<file path="config.mk">
export PLATFORM = sky130hd
export DESIGN_NAME = shift_sub_divider
export DESIGN_NICKNAME = d
export VERILOG_FILES = /design/src/rtl/shift_sub_divider.sv
export SDC_FILE = /design/constraint.sdc
export NUM_CORES = 1
export LEC_CHECK = 0
export CAP_MARGIN = 30
export CORE_MARGIN = 4
export CORE_UTILIZATION = 45
export CTS_CLUSTER_DIAMETER = 60
export CTS_CLUSTER_SIZE = 40
export DETAILED_ROUTE_END_ITERATION = 16
export GPL_ROUTABILITY_DRIVEN = 0
export GPL_TIMING_DRIVEN = 0
export PLACE_DENSITY = 0.68
export SLEW_MARGIN = 0
export SYNTH_ARGS = -nofsm -noshare
export SYNTH_HDL_FRONTEND = slang
export SYNTH_SLANG_ARGS = --single-unit
export TNS_END_PERCENT = 50
</file>
<file path="constraint.sdc">
create_clock -name Clock -period 4.7 [get_ports Clock]
set_input_delay 1.175 -clock Clock [delete_from_list [all_inputs] [get_ports Clock]]
set_output_delay 1.175 -clock Clock [all_outputs]
set_load 0.02 [all_outputs]
</file>
<file path="src/rtl/shift_sub_divider.sv">
// Sequential unsigned restoring divider: one-hot Moore controller driving a
// shift/subtract datapath (A = partial remainder, Q = dividend/quotient, M = divisor).
module shift_sub_divider #(
    parameter int N = 8
) (
    input  logic         Clock,
    input  logic         Reset,
    input  logic         Go,
    input  logic [N-1:0] Dividend,
    input  logic [N-1:0] Divisor,
    output logic         Busy,
    output logic         Done,
    output logic [N-1:0] Quotient,
    output logic [N-1:0] Remainder,
    output logic         DivByZero
);

    localparam int CW = $clog2(N + 1);

    localparam logic [4:0] IdleS  = 5'b00001;
    localparam logic [4:0] LoadS  = 5'b00010;
    localparam logic [4:0] ShiftS = 5'b00100;
    localparam logic [4:0] SubS   = 5'b01000;
    localparam logic [4:0] DoneS  = 5'b10000;

    logic [4:0]    state_q, state_d;
    logic [N:0]    a_q, a_d;
    logic [N-1:0]  q_q, q_d;
    logic [N-1:0]  m_q, m_d;
    logic [CW-1:0] cnt_q, cnt_d;
    logic [N-1:0]  quot_q, quot_d;
    logic [N-1:0]  rem_q, rem_d;
    logic          dbz_q, dbz_d;
    logic [N:0]    diff;

    always_comb begin
        state_d = state_q;
        a_d     = a_q;
        q_d     = q_q;
        m_d     = m_q;
        cnt_d   = cnt_q;
        quot_d  = quot_q;
        rem_d   = rem_q;
        dbz_d   = dbz_q;
        // A carries one extra bit so diff[N] is a reliable borrow for any divisor.
        diff    = a_q - {1'b0, m_q};

        case (state_q)
            IdleS: begin
                if (Go) begin
                    state_d = LoadS;
                end
            end
            LoadS: begin
                a_d   = '0;
                q_d   = Dividend;
                m_d   = Divisor;
                cnt_d = CW'(N);
                if (Divisor == '0) begin
                    state_d = DoneS;
                    quot_d  = '1;
                    rem_d   = Dividend;
                    dbz_d   = 1'b1;
                end else begin
                    state_d = ShiftS;
                end
            end
            ShiftS: begin
                {a_d, q_d} = {a_q, q_q} << 1;
                state_d    = SubS;
            end
            SubS: begin
                if (diff[N]) begin
                    q_d[0] = 1'b0;
                end else begin
                    a_d    = diff;
                    q_d[0] = 1'b1;
                end
                cnt_d = cnt_q - CW'(1);
                // Results are captured from this cycle's update, not the stale registers.
                if (cnt_q == CW'(1)) begin
                    state_d = DoneS;
                    quot_d  = q_d;
                    rem_d   = a_d[N-1:0];
                    dbz_d   = 1'b0;
                end else begin
                    state_d = ShiftS;
                end
            end
            DoneS: begin
                state_d = IdleS;
            end
            default: begin
                state_d = IdleS;
            end
        endcase
    end

    always_ff @(posedge Clock or posedge Reset) begin
        if (Reset) begin
            state_q <= IdleS;
            a_q     <= '0;
            q_q     <= '0;
            m_q     <= '0;
            cnt_q   <= '0;
            quot_q  <= '0;
            rem_q   <= '0;
            dbz_q   <= 1'b0;
        end else begin
            state_q <= state_d;
            a_q     <= a_d;
            q_q     <= q_d;
            m_q     <= m_d;
            cnt_q   <= cnt_d;
            quot_q  <= quot_d;
            rem_q   <= rem_d;
            dbz_q   <= dbz_d;
        end
    end

    assign Busy      = (state_q == LoadS) || (state_q == ShiftS) || (state_q == SubS);
    assign Done      = (state_q == DoneS);
    assign Quotient  = quot_q;
    assign Remainder = rem_q;
    assign DivByZero = dbz_q;

endmodule
</file>
==> impl_metrics.ini <==
[global_routing]
grt_util_all_layers = 0.1815
grt.overflow.total = 0
grt_pass1_wl_mm = 10.54
grt_max_degree = 39
grt_pass1_vias = 2165
antenna_found_initial = 0

[critical_path]
crit_fanout = 10
ff2ff_setup_slack_ps = 1780
r2r_end = a_q[7]$_DFFE_PP0P_
cp-end-kind = primary output
r2r-start = a_q[0]$_DFFE_PP0P_
crit_required_ps = 3520
startpoint_type = flop
timing.critical_path.arrival_ps = 2120
critical_path_class = reg2out
worstRegToRegCells = 9

[synth]
synth_top_area_frac = 0.4591
syn_avg_cell_area_um2 = 10.17
synthTopCellsByArea = dfrtp_1 46%, ha_1 4.6%, mux2_2 4.1%, o22ai_1 3.7%, nor2_1 3.4%
syn-cell-area_mm2 = 0.002725
synth_nets = 298
synth_largest_area_cell = dfrtp_1
synth_most_common_cell = dfrtp_1
synth_commonest_cells = 50 x dfrtp_1, 25 x nor2_1, 18 x inv_1, 16 x o22ai_1
synth-seq-cells = 51
synthFlopType = dfrtp_1
ys_types = 52
async_flop_share = 1.000
syn_inst = 268
ys_seq_area_frac = 0.4688
yosysWarnings = 0
synth_edf_count = 0

[routing]
drt_pass1_iterations = 5
drt_iter0_markers = 144
wl_per_cell_um = 16.61
viasPerCell = 5.740
vias = 2233
ant_nets = 0
drc_errors = 0
drt-total-wl_mm = 6.460

[sta]
maxClockFrequency_ghz = 0.3033
worst_pin_slew_ps = 688.5
tns_ps = 0
rsz0062_at_grt = false
fin_ws_ps = 1403
period_share = 0.7014
clock-skew-final_ps = 8.401
setup_violations = 0
fin_hold_ws_ps = 491.0
fin_crit_ps = 3297
relSlewSlack = 0.5367
hold_viol_final = 0
drv_slew = 0

[power]
power_density_mw_per_mm2 = 516.4
leakage_nw = 1.388
peakVddDrop_uv = 301.7

[place]
pre_cts_slack_ps = 1233
placement.io_buffers = 37
dp_hpwl_mm = 4.881
placed_area_mm2 = 0.003209

[floorplanning]
fp.coreArea_mm2 = 0.005886
die_width_um = 85.82
dieArea_mm2 = 0.007365
row_count = 28
io_pins = 38
start_util = 0.4630
die_h_um = 85.82

[worst_hold_path]
hp-start = cnt_q[3]$_DFFE_PP0N_
hp-class = reg2reg
hold_depth = 1
hold_end = cnt_q[3]$_DFFE_PP0N_

[final_layout]
drive_gt1_frac = 0.1178
diodes = 0
area.growth.synth_to_final_pct = 22.77
postLayoutCellArea_mm2 = 0.003346
nets = 343

[clocking]
hold_buffers = 0
cts_inserted_buffers = 5
cts.path.max_buffers = 2
htree_levels = 2
cts_tree = built
cts-resized-gates = 0
clock_latency_ps = 310
post-cts-setup-buffers = 0
clk_pin_slew_ps = 90
clock_sinks = 51
cts-root-buf = clkbuf_8

[run]
cap_violations = 0

[outcome]
outcome = completed
## kinds of logic (layout without fill, tap and decap cells)
family,count (synthesis),after routing,synth area share
fa+ha+maj,11,11,0.05326
mux,12,12,0.04867
compound gates,81,81,0.2153
buf+inv,29,75,0.04499
flops,51,51,0.4688
xor+xnor,5,5,0.01607
simple gates,79,79,0.1529
## layout by cell type (no fill, tap or decap), drive strengths merged, types with 3 or more instances in the layout
| cell | n |
|---|---|
| dfrtp | 50 |
| clkdlybuf4s50 | 37 |
| nor2 | 25 |
| inv | 18 |
| o22ai | 16 |
| nand2 | 15 |
| a21oi | 15 |
| o21ai | 11 |
| mux2 | 10 |
| ha | 10 |
| clkbuf | 10 |
| nor3 | 8 |
| o22a | 7 |
| buf | 7 |
| nand2b | 5 |
| or2 | 4 |
| nand3 | 4 |
| o221ai | 4 |
| a221o | 4 |
| and2 | 3 |
| a211oi | 3 |
| o211ai | 3 |
| o31ai | 3 |
| xor2 | 3 |
| and3 | 3 |
| nor4 | 3 |
## power breakdown
group          total, mW  leakage, nW  internal (mW)  switching [mW]
combinational      0.694        0.739          0.327           0.367
clock              0.359       0.0644          0.212           0.147
sequential         0.675        0.584          0.575          0.0993
## per-layer routing
layer,GRT usage,part of all wire
met1,0.2607,0.47
met2,0.2917,0.48
met3,0.02882,0.046
met4,0.03885,0.0079
met5,0,0
## metrics by stage
step                power (mW)  cells  utilization
finish                   1.728    389       0.5685
CTS                      1.740    389       0.5685
global placement         1.359    380       0.5419
global route             1.849    389       0.5685
detailed placement       1.382    381       0.5453
floorplan                1.162    268            -
## how the worst max path moves through the flow
stage	start	to	slack, ps	cells after the start
after global routing	state_q[1]$_DFFE_PP0P_	Busy	1210	5
after CTS	state_q[1]$_DFFE_PP0P_	Busy	1360	5
after global placement	Divisor[4]	DivByZero$_DFFE_PP0P_	1230	6
after detailed placement	Divisor[4]	DivByZero$_DFFE_PP0P_	1230	6
final	state_q[1]$_DFFE_PP0P_	Busy	1400	5
after floorplan	a_q[0]$_DFFE_PP0P_	Remainder[0]$_DFFE_PP0P_	2230	10
## flip-flops by register name, summed over array words and instances (netlist names)
signal	count
a_q	9
Quotient	8
Remainder	8
m_q	8
q_q	8
state_q	5
cnt_q	4
DivByZero	1
## cell type report
class	count	area (µm²)
flip-flops and latches	51	1277
fillers	516	2540
inverters	18	67.56
clock buffers	5	68.82
repair buffers	38	390.4
well taps	75	93.84
plain buffers	11	55.05
multi-input cells	188	1325
clock inverters	3	67.56
## worst max-delay path, cell delays in order, from the launching register on
cell,delay [ps]
dfrtp_1,370
buf_2,230
xor2_1,170
o21ai_0,90
nor3_1,290
clkdlybuf4s50_1,670
Note: power is estimated with default switching activity, not from simulation.
